### config.mk
export PLATFORM = sky130hd
export DESIGN_NAME = done_receiver
export DESIGN_NICKNAME = d
export VERILOG_FILES = /design/src/rtl/done_receiver.sv
export SDC_FILE = /design/constraint.sdc
export NUM_CORES = 1
export LEC_CHECK = 0
export ABC_AREA = 1
export CORE_MARGIN = 4
export CORE_UTILIZATION = 49
export DETAILED_ROUTE_END_ITERATION = 16
export GPL_ROUTABILITY_DRIVEN = 0
export PLACE_DENSITY = 0.79
export SETUP_SLACK_MARGIN = 0.02
export SYNTH_ARGS = -nofsm -noshare
export SYNTH_HDL_FRONTEND = slang
export SYNTH_SLANG_ARGS = --single-unit
### constraint.sdc
create_clock -name clk -period 1.31 [get_ports clk]
set_input_delay 0.393 -clock clk [delete_from_list [all_inputs] [get_ports clk]]
set_output_delay 0.393 -clock clk [all_outputs]
set_load 0.01 [all_outputs]
### src/rtl/done_receiver.sv
// done_receiver
// Launches one CPU command per host request and classifies the completion
// pulse width that comes back on prog_done:
//   1 high cycle  -> ok (00)
//   2 high cycles -> command error (01)
//   no pulse within TIMEOUT_CYCLES WAIT cycles -> timeout (10)
//   3 or more high cycles -> protocol violation (11)
// The result is held on rsp_valid/rsp_status until the host takes it.
//
// Ports
//   clk          rising-edge clock
//   rst_n        asynchronous active-low reset
//   req_valid    host requests one command launch
//   req_ready    block can accept a request (IDLE only)
//   cmd_start    single-cycle launch pulse to the CPU command path
//   prog_done    completion pulse from the CPU
//   rsp_valid    response available
//   rsp_ready    host consumes the response
//   rsp_status   00 ok, 01 cmd error, 10 timeout, 11 protocol violation
//   spurious_err sticky: prog_done rose while no completion was expected
//   ok_count     saturating count of ok responses
//   err_count    saturating count of non-ok responses
module done_receiver #(
  parameter int unsigned TIMEOUT_CYCLES = 64,
  parameter int unsigned CNT_W          = 8
) (
  input  logic             clk,
  input  logic             rst_n,
  input  logic             req_valid,
  output logic             req_ready,
  output logic             cmd_start,
  input  logic             prog_done,
  output logic             rsp_valid,
  input  logic             rsp_ready,
  output logic [1:0]       rsp_status,
  output logic             spurious_err,
  output logic [CNT_W-1:0] ok_count,
  output logic [CNT_W-1:0] err_count
);

  typedef enum logic [2:0] {
    IDLE,
    START,
    WAIT,
    PULSE,
    RESP
  } state_t;

  localparam logic [CNT_W-1:0] TMO_LAST = CNT_W'(TIMEOUT_CYCLES - 1);
  localparam logic [1:0] ST_OK  = 2'b00;
  localparam logic [1:0] ST_ERR = 2'b01;
  localparam logic [1:0] ST_TMO = 2'b10;
  localparam logic [1:0] ST_VIO = 2'b11;

  state_t           state;
  logic [CNT_W-1:0] tmo_cnt;
  logic [1:0]       width;
  logic             prog_done_q;

  always_ff @(posedge clk or negedge rst_n) begin
    if (!rst_n) begin
      state        <= IDLE;
      req_ready    <= 1'b1;
      cmd_start    <= 1'b0;
      rsp_valid    <= 1'b0;
      rsp_status   <= ST_OK;
      spurious_err <= 1'b0;
      ok_count     <= '0;
      err_count    <= '0;
      tmo_cnt      <= '0;
      width        <= 2'd0;
      prog_done_q  <= 1'b0;
    end else begin
      prog_done_q <= prog_done;

      // Only a rising edge counts, so a level left over from a violation
      // exit never flags; the state machine ignores it either way.
      if (prog_done && !prog_done_q &&
          (state == IDLE || state == START || state == RESP))
        spurious_err <= 1'b1;

      unique case (state)
        IDLE: begin
          if (req_valid) begin
            state     <= START;
            req_ready <= 1'b0;
            cmd_start <= 1'b1;
          end
        end

        START: begin
          cmd_start <= 1'b0;
          tmo_cnt   <= '0;
          width     <= 2'd0;
          state     <= WAIT;
        end

        WAIT: begin
          // A completion on the expiry cycle wins over the timeout.
          if (prog_done) begin
            width <= 2'd1;
            state <= PULSE;
          end else if (tmo_cnt == TMO_LAST) begin
            rsp_status <= ST_TMO;
            rsp_valid  <= 1'b1;
            state      <= RESP;
          end else begin
            tmo_cnt <= tmo_cnt + 1'b1;
          end
        end

        PULSE: begin
          if (!prog_done) begin
            rsp_status <= (width == 2'd2) ? ST_ERR : ST_OK;
            rsp_valid  <= 1'b1;
            state      <= RESP;
          end else if (width == 2'd1) begin
            width <= 2'd2;
          end else begin
            rsp_status <= ST_VIO;
            rsp_valid  <= 1'b1;
            state      <= RESP;
          end
        end

        RESP: begin
          if (rsp_ready) begin
            rsp_valid <= 1'b0;
            req_ready <= 1'b1;
            state     <= IDLE;
            if (rsp_status == ST_OK) begin
              if (ok_count != '1) ok_count <= ok_count + 1'b1;
            end else begin
              if (err_count != '1) err_count <= err_count + 1'b1;
            end
          end
        end

        default: begin
          state     <= IDLE;
          req_ready <= 1'b1;
          cmd_start <= 1'b0;
          rsp_valid <= 1'b0;
        end
      endcase
    end
  end

endmodule
======== After elaboration in Yosys (flattened, before gate mapping) ========
Cells that the tools add are included.
word-level totals
  bits of input ports ..................... 5
  register bits ........................... 36
  logic and storage cells ................. 90
operators by class
  bitwise operators ....................... 4
  muxes and demuxes ....................... 31
  equal/unequal tests ..................... 19
  $add $sub $neg .......................... 3
  reductions and logical operators ........ 22
operators with widths
  kind                 count
  $add 8x1->8 const B  3
  $reduce_and 4->1     5
  $mux 3               6
  $mux 8               2
  $ne 2x2->1 const B   8
  $ne 8x8->1 const B   2
  $pmux 8 s2           1
  $pmux 3 s5           1
  $mux 2               7
  $mux 1               9
  $eq 8x6->1 const B   1
  $eq 3x2->1 const B   2
  $ne 3x3->1 const B   2
  $pmux 2 s3           1
  $reduce_and 3->1     2
  $reduce_or 3->1      2
  $reduce_and 5->1     1
  $not 1->1            4
  $pmux 1 s4           1
  $pmux 2 s2           1
  $reduce_bool 2->1    2
  $eq 3x1->1 const B   1
  $eq 3x3->1 const B   1
  $logic_not 3->1      1
  other kinds (11)     13

======== Longest topological paths before layout ========
Gate-level depths: netlist of the first run.
  word-level depth ........................ 4
  mapped depth ............................ 8

======== Worst setup path after synthesis of the first run ========
OpenSTA, ideal clock, no wires.
  path type ............................... reg2reg
  from .................................... reg err_count[0]
  to ...................................... reg err_count[6]
  data arrival time ....................... 1328 ps
  slack ................................... -135 ps
  data required time ...................... 1193 ps
  cell stages (with the launch flop) ...... 9
  library setup time ...................... 117 ps
  path buffers ............................ 1
  cell sequence ........................... dfrtp_1 > ha_1 > nand3_1 > nor2_2 > nand3_1 > nor2b_2 > buf_6 > nand2_2 > nand2_1
between the ends
  longest elaborated chain between the ends .. 2
ends and longest elaborated chain
  what                                                 RTL line  text
  from (decl)                                          38        output logic [CNT_W-1:0] err_count
  from (signal assigned)                               134       if (err_count != '1) err_count <= err_count + 1'b1;
  branches (longest 2 deep; another with $add 8x1->8)  --
Several ways; the timed one is not identified.
A chain may end at the register's enable or synchronous reset.

======== Worst setup path after layout of the first run ========
  from .................................... reg err_count[1]
  to ...................................... reg err_count[4]
Same word-level chain as after synthesis.

==> results of run 1 <==
worst register-to-register path, stage by stage, from the launching register on:
cell and delay [ns]:
dfrtp_1 0.37, buf_6 0.11, ha_4 0.13, nand3_4 0.07, nor2_4 0.12, nand3_2 0.11, nor2b_4 0.15, buf_12 0.14
nand2_2 0.05, nand2_1 0.05
report_power, final:
part	switching [uW]	internal (uW)
Clock	402	419
Combinational	1450	1310
Sequential	225	1360
Total	2080	3090
per-stage QoR:
stage               util (%)  std cells
finish                  80.9        417
global route            80.9        417
CTS                     75.2        409
detailed placement      70.1        388
global placement        70.1        388
floorplan                  -        263
what timing repair did:
item,in CTS,in global routing
endpoints found under the hold margin,0,0
pin swaps,8,20
gates resized for setup,103,59
cloned,1,0
setup endpoints to repair,50,44
setup buffers,13,9
flip-flops by register name, indices dropped and copies added, names as in the netlist:
signal,cells
ok_count,8
err_count,8
cmd_start,1
width,2
req_ready,1
rsp_status,2
spurious_err,1
state,3
prog_done_q,1
tmo_cnt,8
rsp_valid,1
routing by layer:
layer  vias to the layer above  share of wire [%]  track usage, %
li1                       1030                  -               -
met1                      1050                 39            27.2
met2                        68                 53            41.5
met3                        24                5.1            3.60
met4                         0                3.4            8.14
met5                         -                  0               0
worst max path at each step:
stage	slack, ns	cells after the start	to	from
2_1_floorplan	-0.12	8	err_count[2]	err_count[0]
3_3_place_gp	-0.28	8	ok_count[7]	rsp_ready
3_5_place_dp	-0.38	8	ok_count[5]	rsp_ready
4_1_cts	-0.07	9	err_count[7]	err_count[1]
5_1_grt	-0.17	9	err_count[7]	err_count[1]
6_report	-0.1	9	err_count[4]	err_count[1]
final cells by class:
type / instances / area [sq um]
Clock buffer: 6 / 82.6
Clock inverter: 2 / 10.0
Fill cell: 229 / 763
Inverter: 26 / 105
Multi-Input combinational cell: 200 / 1280
Sequential cell: 36 / 906
Tap cell: 50 / 62.6
Timing Repair Buffer: 97 / 795
cell families after synthesis:
logic type      after synthesis
buf+inv                      28
simple gates                165
flops                        36
compound gates               17
fa+ha+maj                     3
xor+xnor                     14
cells in the final DEF (no fill, tap or decap), types with 4 or more instances in the layout:
cell type	count
nand2_2	15
buf_6	12
nand3_2	10
clkbuf_8	6
inv_1	20
nor2_2	10
xnor2_1	4
nand2_1	82
nor2_1	17
nand3_1	9
xor2_1	10
nor2_4	6
nand2_4	6
o21ai_1	7
buf_12	5
buf_4	56
dfrtp_1	32
buf_2	20
==> results.toml, run 1 <==
[logic_synthesis]
synth_nets = 271
synth.area.mux_share_pct = 0
syn_area_sq_um = 2030
synth_top_area_cell = "dfrtp_1"
synthCells = 263
synth_top_area_share_pct = 43.2
async_flop_share_pct = 100
ys_types = 26
synth_top_family_by_area = "simple AND/OR/NAND/NOR gates"
synthFlopType = "dfrtp_1"
synth_area_leaders = "dfrtp_1, nand2_1, nor2_1"
ys_seq_elements = 36
synth-edff-count = 0
synth_commonest_cells = "nand2_1, dfrtp_1, nor2_1"
synth_fa_ha_area_share_pct = 1.85
synth_compound_area_share_pct = 4.44
ys_warn_count = 0
synth.most_common_cell = "nand2_1"
synth.avg_cell_area_sq_um = 7.71
yosys.area_share.simple_pct = 37.2
synth_xor_area_share_pct = 6.05
ys_seq_area_share_pct = 44.5

[timing]
period_needed_ns = 1.41
slew_headroom_pct = 72.6
final_hold_viol_count = 0
fin_setup_tns_ns = -1.17
worst-slew-pin-transition_ns = 0.410
clock.fmax_mhz = 709
drv_slew = 0
fin_crit_sh_pct = 108
setup_violations = 20
whs_ns = 0.461
fin_worst_skew_ns = 0.00411
fin_ws_ns = -0.0996
rsz0062_at_grt = "yes"

[power]
total_power_uw = 5170
power_density_nw_per_um2 = 1600
leakage_uw = 0.00175
vdd_drop_max_uv = 1470

[cts]
cts_root_buf = "clkbuf_8"
clk_path_buf_depth = 2
clkLatencyLatePin_ns = 0.29
clkSinkCount = 36
cts_tree = "built"
htree_levels = 2
cts_hold_buffers = 0
clk_pin_slew_worst_paths_ns = 0.07
numCtsBuffers = 5

[setup_path]
path_delay_family = "simple AND/OR/NAND/NOR gates"
crit_chain = "buf_6, ha_4, nand3_4, nor2_4, nand3_2, nor2b_4, buf_12, nand2_2, nand2_1"
slowest_delay_ns = 0.37
startpoint_type = "flop"
r2r-end = "err_count[4]"
cp.buffers_inverters = 2
rr_worst_depth = 9
critPathSlowestCell = "dfrtp_1"
required_ns = 1.49
cp_max_fo = 8
cp_data_arrival_time_ns = 1.59
r2r_slack_ns = -0.1
rr_startpoint = "err_count[1]"
critPathKind = "flop to flop"
end_kind = "flop"

[cells_and_area]
nets = 374
final_cell_area_sq_um = 3240
drive_gt1_share_pct = 47.4
n_antenna_cell = 0
area_growth_pct = 59.7

[drt]
viasPerCell = 5.21
drt_pass1_iterations = 4
drt_iter0_drc = 185
drc_errors = 0
vias = 2172
drtAntennaViolNets = 0
wl_per_cell_um = 14.7
drt_wl_total_mm = 6.13

[place]
post-dp-hpwl_mm = 3.80
pre_cts_slack_ns = -0.378
portBuffers = 26
dpl_cell_area_sq_um = 2800

[hold_path]
hold_class = "flop to flop"
hold_path.startpoint = "spurious_err"
hold_depth = 1
min_to = "spurious_err"

[global_route]
grt_pass1_wl_mm = 9.37
grt_max_degree = 14
grt_pass1_vias = 2116
grt_use_total_pct = 22.9
antenna_found_initial = 0
grt_overflow = 0

[floorplan]
dieArea_sq_um = 5230
fp.coreArea_sq_um = 4000
die_y_um = 72.3
die_x_um = 72.3
num_io_pins = 27
start_util_pct = 50.7
rows = 23

[run_status]
status = "finished with violations"
violations = "setup timing"

[flow_run]
cap_violations = 0
(Power assumes the default switching activity.)
==> run 2: changes to the inputs <==
RECOVER_POWER = 100   (was not set)
==> run 2 against run 1 <==
Design area down 2.2%. Hold slack better by 0.0046 ns. Wire length up 0.54%. Clock-buffer cell count unchanged. The run still ends with setup timing left. Clock power up 1%. Non-clock buffer count unchanged. Register-to-register slack about the same. Maximum frequency down 0.55%. Highest routed layer unchanged.
==> results.toml, run 2 (synthesized netlist as in run 1, its figures left out) <==
[floorplan]
num_io_pins = 27
dieArea_sq_um = 5230
rows = 23
fp.coreArea_sq_um = 4000
start_util_pct = 50.7
die_x_um = 72.3
die_y_um = 72.3

[drt]
vias = 2151
drt_iter0_drc = 180
viasPerCell = 5.16
drc_errors = 0
drt_pass1_iterations = 4
drt_wl_total_mm = 6.16
wl_per_cell_um = 14.8
drtAntennaViolNets = 0

[timing]
period_needed_ns = 1.42
fin_crit_sh_pct = 108
fin_ws_ns = -0.107
slew_headroom_pct = 63.5
drv_slew = 0
worst-slew-pin-transition_ns = 0.548
whs_ns = 0.465
final_hold_viol_count = 0
fin_setup_tns_ns = -1.43
fin_worst_skew_ns = 0.00509
setup_violations = 26
clock.fmax_mhz = 706
rsz0062_at_grt = "yes"

[global_route]
grt_pass1_wl_mm = 9.37
met2_usage_pct = 41.5
grt_overflow = 0
grt_pass1_vias = 2116
global_route.usage.met3_pct = 3.60
grt_use_total_pct = 22.9
grtUsageMet1_pct = 27.2
grt_max_degree = 14
antenna_found_initial = 0
busiest_layer = "met2"

[setup_path]
cp_max_fo = 8
crit_chain = "buf_6, ha_4, nand3_4, nor2_4, nand3_2, nor2b_4, buf_12, nand2_2, nand2_1"
cp_data_arrival_time_ns = 1.60
required_ns = 1.49
end_kind = "flop"
critPathSlowestCell = "dfrtp_1"
slowest_delay_ns = 0.37
critPathKind = "flop to flop"
startpoint_type = "flop"

[power]
leakage_uw = 0.00168
vdd_drop_max_uv = 1450
power_density_nw_per_um2 = 1620
total_power_uw = 5120

[run_status]
status = "finished with violations"
violations = "setup timing"

[cts]
cts_hold_buffers = 0
numCtsBuffers = 5
clkSinkCount = 36
clkLatencyLatePin_ns = 0.29
htree_levels = 2
clk_path_buf_depth = 2
cts_tree = "built"
cts_root_buf = "clkbuf_8"
clk_pin_slew_worst_paths_ns = 0.07

[cells_and_area]
top_regs = "err_count: 8 flops, ok_count: 8 flops, tmo_cnt: 8 flops"
area_growth_pct = 56.2
final_common_cell = "nand2_1"
drive_gt1_share_pct = 41.4
nets = 374
fin_util_pct = 79.2
final_cell_area_sq_um = 3170
n_antenna_cell = 0
layout_common_cells = "nand2_1, buf_4, dfrtp_1"

[place]
post-dp-hpwl_mm = 3.80
dpl_cell_area_sq_um = 2800
portBuffers = 26

[flow_run]
cap_violations = 0

[hold_path]
hold_class = "flop to flop"
-- run 2: changes by cell type in the layout (fill, tap and decap cells not counted) --
cell / before / now
clkbuf_1: 0 / 19
buf_2: 20 / 3
buf_12: 5 / 2
dfrtp_1: 32 / 34
dfrtp_2: 3 / 1
buf_6: 12 / 11
clkbuf_2: 0 / 1
clkdlybuf4s50_1: 3 / 2
dlygate4sd3_1: 0 / 1
dlymetal6s2s_1: 0 / 1
-- run 2: critical path: cells and delay by family (launching register included) --
kind	cells	cell delay, ns
and+or+nand+nor	6	0.55
DFF	1	0.37
buffers and inverters	2	0.25
adders and majority gates	1	0.13
-- run 2: through the flow --
stage | cells | worst slack (ns)
final | 417 | -0.107
after global routing | 417 | -0.178
after CTS | 409 | -0.0731
after detailed placement | 388 | -0.378
after global placement | 388 | -0.284
after floorplan | 263 | -0.119
-- run 2: path summary, 6_finish.rpt --
| check | to | slack, ns | cells after the start | start |
|---|---|---|---|---|
| worst min register to register | spurious_err | 0.47 | 1 | spurious_err |
| worst max register to register | err_count[4] | -0.11 | 9 | err_count[1] |
| min in group asynchronous | ok_count[2] | 0.57 | 2 | rst_n |
| worst max-delay path | err_count[4] | -0.11 | 9 | err_count[1] |
| worst min-delay path | spurious_err | 0.47 | 1 | spurious_err |
| max in group asynchronous | tmo_cnt[0] | 0.21 | 2 | rst_n |
-- run 2: layer usage --
metal / part of all wire (%) / wire (um) / vias to the layer above
met1: 39 / 2420 / 1034
met2: 52 / 3230 / 65
met5: 0 / 0 / -
li1: - / - / 1030
met4: 3.3 / 201 / 0
met3: 4.9 / 303 / 22
-- run 2: final cells by class --
type / instances / area [sq um]
Tap cell: 50 / 62.6
Clock inverter: 2 / 10.0
Timing Repair Buffer: 97 / 727
Sequential cell: 36 / 903
Multi-Input combinational cell: 200 / 1280
Fill cell: 242 / 833
Clock buffer: 6 / 82.6
Inverter: 26 / 105
-- run 2: repair_timing --
action                                  CTS  global route
resized for setup                       103            59
hold endpoints to repair                  0             0
endpoints found under the setup margin   50            44
pin swaps                                 8            20
gates cloned                              1             0
buffers inserted                         13             9
-- run 2: power by group --
group | leakage (uW) | internal, uW | switching [uW]
Sequential | 0.000472 | 1350 | 224
Clock | 0.0000510 | 420 | 409
Combinational | 0.00115 | 1270 | 1450
Total | 0.00168 | 3040 | 2080
==> run 3: changes to the inputs <==
ABC_CLOCK_PERIOD_IN_PS = 1310   (was not set)
==> results of run 3 <==
No change in the layout: final DEF, timing and power equal those of run 2.
==> RTL edit 1: new RTL, config.mk and constraints of run 2 <==
Set the parameter `CNT_W` to 9 (it was 8).
--- a/src/rtl/done_receiver.sv
+++ b/src/rtl/done_receiver.sv
@@ -22,7 +22,7 @@
 //   err_count    saturating count of non-ok responses
 module done_receiver #(
   parameter int unsigned TIMEOUT_CYCLES = 64,
-  parameter int unsigned CNT_W          = 8
+  parameter int unsigned CNT_W          = 9
 ) (
   input  logic             clk,
   input  logic             rst_n,
Interface: changed (resized err_count and ok_count); port bits go from 27 to 29. No check against the original RTL was run, so the function may have changed too.
==> RTL edit 1 against run 2 <==
The run still ends with setup timing left. Design area is 17% higher. Sequential cell count is 3 higher. Total power is 16% higher. Combinational power is 15% higher. Clock power is 33% higher. First-iteration DRC count is 2.8% lower. Worst setup slack worse by 0.37 ns. Count of clock-buffer cells in the layout stayed put. Routed wire length is 35% higher. Cell count is 7.0% higher. Area after synthesis is 7.2% higher. Synthesized cell count is 4.9% higher. Largest power group unchanged.
==> RTL edit 1: results (changes against run 2) <==
[status]
status=finished with violations
violations=setup timing

[yosys]
ys_types=30  ; +15%
yosys-top-cells-area=dfrtp_1 (44%), nand2_1 (17%), nand3_1 (5.3%)
synth_area_per_cell_um2=7.87  ; +2.1%

[placement]
place_hpwl_um=3920  ; +3.3%
pre_cts_ws_ns=-0.405  ; -0.0265 ns
place_area_um2=3020  ; +7.6%
port_buffers=28  ; +7.7%

[setup_path]
cp_max_fo=4  ; -4
r2r-end=err_count[7]
reg2reg_depth=12  ; +3
arrival_ns=1.98  ; +0.38 ns

[clock_network]
ctsHoldBuffers=1  ; +1
path_clk_slew_ns=0.09  ; +0.02 ns
cts_setup_buffers=18  ; +5
insertion_delay_ns=0.31  ; +0.02 ns

[final_layout]
nets=405  ; +8.3%
stdcell_count=446  ; +7.0%
fill_cells=185  ; -24%
largest_registers=err_count (9), ok_count (9), tmo_cnt (9)

[grt]
met2_usage_pct=49.3  ; +7.8 points
grt_pass1_wl_um=11100  ; +19%
grt_max_degree=29  ; +15
grt_usage_pct=26.4  ; +3.5 points
grt_pass1_vias=2507  ; +18%

[routing]
first_iter_violations=175  ; -2.8%
viasPerCell=5.61  ; +8.8%
wl_met2_um=4390  ; +36%
wl_met3_um=482  ; +59%
wl_met1_um=2840  ; +17%

[sta]
holdWs_ns=0.435  ; -0.0300 ns
tns_ns=-8.55  ; -7.12 ns
layout_setup_ws_ns=-0.479  ; -0.371 ns
finalSetupViolations=46  ; +77%

[min_path]
worstHoldStart=prog_done
min_path_type=in2reg
whs_endpoint=prog_done_q

[power_and_ir_drop]
vdd_drop_max_mv=0.830  ; -43%

[RTL edit 1: changes by cell type in the layout (fill, tap and decap cells not counted), moves of 3 or more]
| cell | delta |
|---|---|
| buf_6 | +30 |
| clkbuf_1 | -12 |
| nand2_1 | -7 |
| nor2_2 | -6 |
| nand2_2 | +5 |
| buf_4 | -4 |
| o21ai_0 | +4 |
| o21ai_2 | +4 |
| o21ai_1 | -3 |
| xnor2_1 | -3 |
[RTL edit 1: worst max path at each step]
stage                                to  slack (ns)  cells after the start
after global routing       err_count[7]       -0.55                     12
after global placement    rsp_status[1]       -0.33                      7
final                      err_count[7]       -0.48                     12
after detailed placement       state[2]       -0.40                      6
after CTS                  err_count[6]       -0.39                     11
after floorplan            err_count[0]       -0.30                      9
[RTL edit 1: logic make-up after synthesis]
logic type | Yosys count | share of synthesized area, %
fa+ha+maj | 5 | 2.88
compound gates | 20 | 4.72
buf+inv | 32 | 6.39
flops | 39 | 45.0
simple gates | 169 | 36.2
xor+xnor | 11 | 4.78
[RTL edit 1: final cells by class]
class                           count  area, µm²  share of cell area [%]
Inverter                           29        114                    3.08
Timing Repair Buffer              114       1010                    27.4
Tap cell                           50       62.6                    1.69
Clock inverter                      2       35.0                   0.947
Clock buffer                        6       82.6                    2.23
Sequential cell                    39        980                    26.5
Multi-Input combinational cell    206       1410                    38.2
[RTL edit 1: where the power goes]
group	internal [mW]	switching, mW	total (mW)
Sequential	1.45	0.239	1.69
Clock	0.617	0.480	1.10
Combinational	1.43	1.70	3.13
Total	3.50	2.42	5.92
[RTL edit 1: critical path: cells and delay by family, from the launching register on]
| family | cells | cell delay (ns) |
|---|---|---|
| adders and majority gates | 2 | 0.40 |
| DFF | 1 | 0.38 |
| buffers and inverters | 3 | 0.27 |
| and+or+nand+nor | 7 | 0.63 |
==> RTL edit 2: new RTL, flow settings as in run 2 <==
Without the edit above. Re-encode `state_t` (5 states) as Gray code, 3 bits wide.
--- a/src/rtl/done_receiver.sv
+++ b/src/rtl/done_receiver.sv
@@ -39,11 +39,11 @@
 );
 
   typedef enum logic [2:0] {
-    IDLE,
-    START,
-    WAIT,
-    PULSE,
-    RESP
+    IDLE  = 3'b000,
+    START = 3'b001,
+    WAIT  = 3'b011,
+    PULSE = 3'b010,
+    RESP  = 3'b110
   } state_t;
 
   localparam logic [CNT_W-1:0] TMO_LAST = CNT_W'(TIMEOUT_CYCLES - 1);
Check against the original RTL: no difference found for any inputs over 10 cycles, from zero or initial values and one cycle with rst_n low; not proved beyond that.
==> RTL edit 2 against run 2 <==
The run still ends with setup timing left. Count of clock-buffer cells in the layout grew 2. Critical endpoint is now err_count[0]. Total power grew 0.77%. Routed wire length shrank 7.0%. Area after synthesis shrank 3.2%. Highest routed layer unchanged. Design area shrank 5.9%. Critical path depth shrank 7. Critical path type is now reg2out. Cell count shrank 2.4%. Clock power grew 2%. Utilization shrank 0.14 points. Sequential cell count is the same. Worst setup slack gained 0.067 ns. Sequential share of layout area grew 1.8 points. Sequential power grew 5%. Clock skew shrank 0.0021 ns.
==> RTL edit 2: results (changes against run 2) <==
[status]
status=finished with violations
violations=setup timing

[sta]
skew_ns=0.00303  ; -0.00206 ns
layout_setup_ws_ns=-0.0404  ; +0.0670 ns
finalSetupViolations=11  ; -58%
slew_headroom_pct=67.8  ; +4.3 points
holdWs_ns=0.434  ; -0.0309 ns

[yosys]
synth_area_per_cell_um2=7.46  ; -3.2%
synth_commonest_cells=nand2_1 (91), dfrtp_1 (35), inv_1 (33)
yosys-top-cells-area=dfrtp_1 (45%), nand2_1 (17%), inv_1 (6.3%)
ys_types=22  ; -15%
synth_fp_nets=271  ; unchanged
ys_seq_area_share_pct=46.0  ; +1.5 points

[grt]
grtUsageMet1_pct=28.2  ; +0.98 points
grt_max_degree=21  ; +7
grt_pass1_wl_um=8980  ; -4.1%
grt_usage_pct=22.2  ; -0.72 points
met3_usage_pct=5.33  ; +1.7 points
grt_pass1_vias=1997  ; -5.6%
met2_usage_pct=37.0  ; -4.4 points

[clock_network]
htreeDepth=2  ; unchanged
insertion_delay_ns=0.30
numCtsBuffers=5  ; unchanged
path_clk_slew_ns=0.07  ; about the same

[power_and_ir_drop]
internal_power_mw=3.06  ; +0.68%
vdd_drop_max_mv=1.25  ; -13%
p_leak_nw=1.55  ; -7.4%

[final_layout]
layout-drive-gt1-share_pct=42.1  ; +0.64 points
nets=366  ; -2.1%
largest_registers=err_count (8), ok_count (8), tmo_cnt (8)

[routing]
wl_per_cell_um=14.1  ; -4.7%
firstDrtPassIters=5  ; +1
routed_wl_um=5730  ; -7.0%
first_iter_violations=190  ; +5.6%
vias=2156  ; +0.23%

[setup_path]
arrival_ns=0.96  ; -0.64 ns
max_stage_delay_ns=0.40  ; +0.03 ns
reg2reg_depth=6  ; -3
r2r-end=err_count[5]
worst_path_max_delay_cell=dfrtp_1
rrSetupSlack_ns=-0.03  ; +0.08 ns
critPathTopFamily=flip-flops
cp_max_fo=2  ; -6
r2r-start=state[1]

[min_path]
worstHoldStart=prog_done
min_path_cells=2  ; +1
min_path_type=in2reg
whs_endpoint=prog_done_q

[placement]
port_buffers=26  ; unchanged
pre_cts_ws_ns=-0.425  ; -0.0462 ns
place_hpwl_um=3500  ; -7.7%
dp.cells=379  ; -2.3%

[RTL edit 2: changes by cell type after synthesis, moves of 3 or more]
cell     delta
xor2_1      -3
nand2_2    -12
nor2_1      +3
o21ai_1     -8
inv_1      +10
o21ai_0    +15
[RTL edit 2: worst max-delay path by stage]
stage	cells past startpoint	from	slack (ns)	to
3_3_place_gp	7	rsp_ready	-0.37	err_count[7]
5_1_grt	10	err_count[0]	-0.1	err_count[6]
6_report	2	err_count[0]	-0.04	err_count[0]
3_5_place_dp	7	rsp_ready	-0.42	err_count[6]
2_1_floorplan	8	err_count[0]	-0.01	err_count[7]
4_1_cts	9	err_count[0]	-0.03	err_count[6]
[RTL edit 2: timing repair]
item,in CTS,in global routing
hold endpoints to repair,0,0
resized for setup,120,50
pin swaps,13,16
setup endpoints to repair,53,36
setup buffers,16,4
cloned,0,0
[RTL edit 2: cell type report]
cell class | count | area [µm²]
timing repair buffer | 89 | 646
multi-input combinational | 191 | 1140
tap | 48 | 60.1
clock buffer | 8 | 90.1
fill | 220 | 791
inverter | 35 | 136
sequential | 36 | 905
[RTL edit 2: metrics by stage]
stage          cell area, µm²  TNS (ns)
2_1_floorplan            1970   -0.0147
3_3_place_gp             2620     -9.64
3_5_place_dp             2620    -10.42
4_1_cts                  2830    -0.134
5_1_grt                  2980     -1.24
6_report                 2980    -0.183
[RTL edit 2: cell families (layout without fill, tap and decap cells)]
| kind of cell | Yosys count | in the layout | share of synthesized area (%) |
|---|---|---|---|
| AO/OA/AOI/OAI | 25 | 25 | 7.08 |
| XOR/XNOR | 13 | 13 | 5.80 |
| adder cells (fa/ha/maj) | 3 | 3 | 1.91 |
| buffers and inverters | 36 | 132 | 7.27 |
| flip-flops | 36 | 36 | 46.0 |
| AND/OR/NAND/NOR | 150 | 150 | 32.0 |
[RTL edit 2: per-layer routing]
layer  vias to the layer above  share of wire, %
met5                         -                 0
met4                         0               3.5
met3                        25               6.1
li1                       1010                 -
met2                        90                49
met1                      1031                41
[RTL edit 2: power groups by stage]
stage / registers, mW / clock network (mW) / logic (mW)
finish: 1.66 / 0.848 / 2.65
CTS: 1.63 / 0.841 / 2.31
global route: 1.70 / 0.894 / 2.88
global placement: 1.65 / 0 / 2.05
floorplan: 1.78 / 0 / 0.877
detailed placement: 1.67 / 0 / 2.10
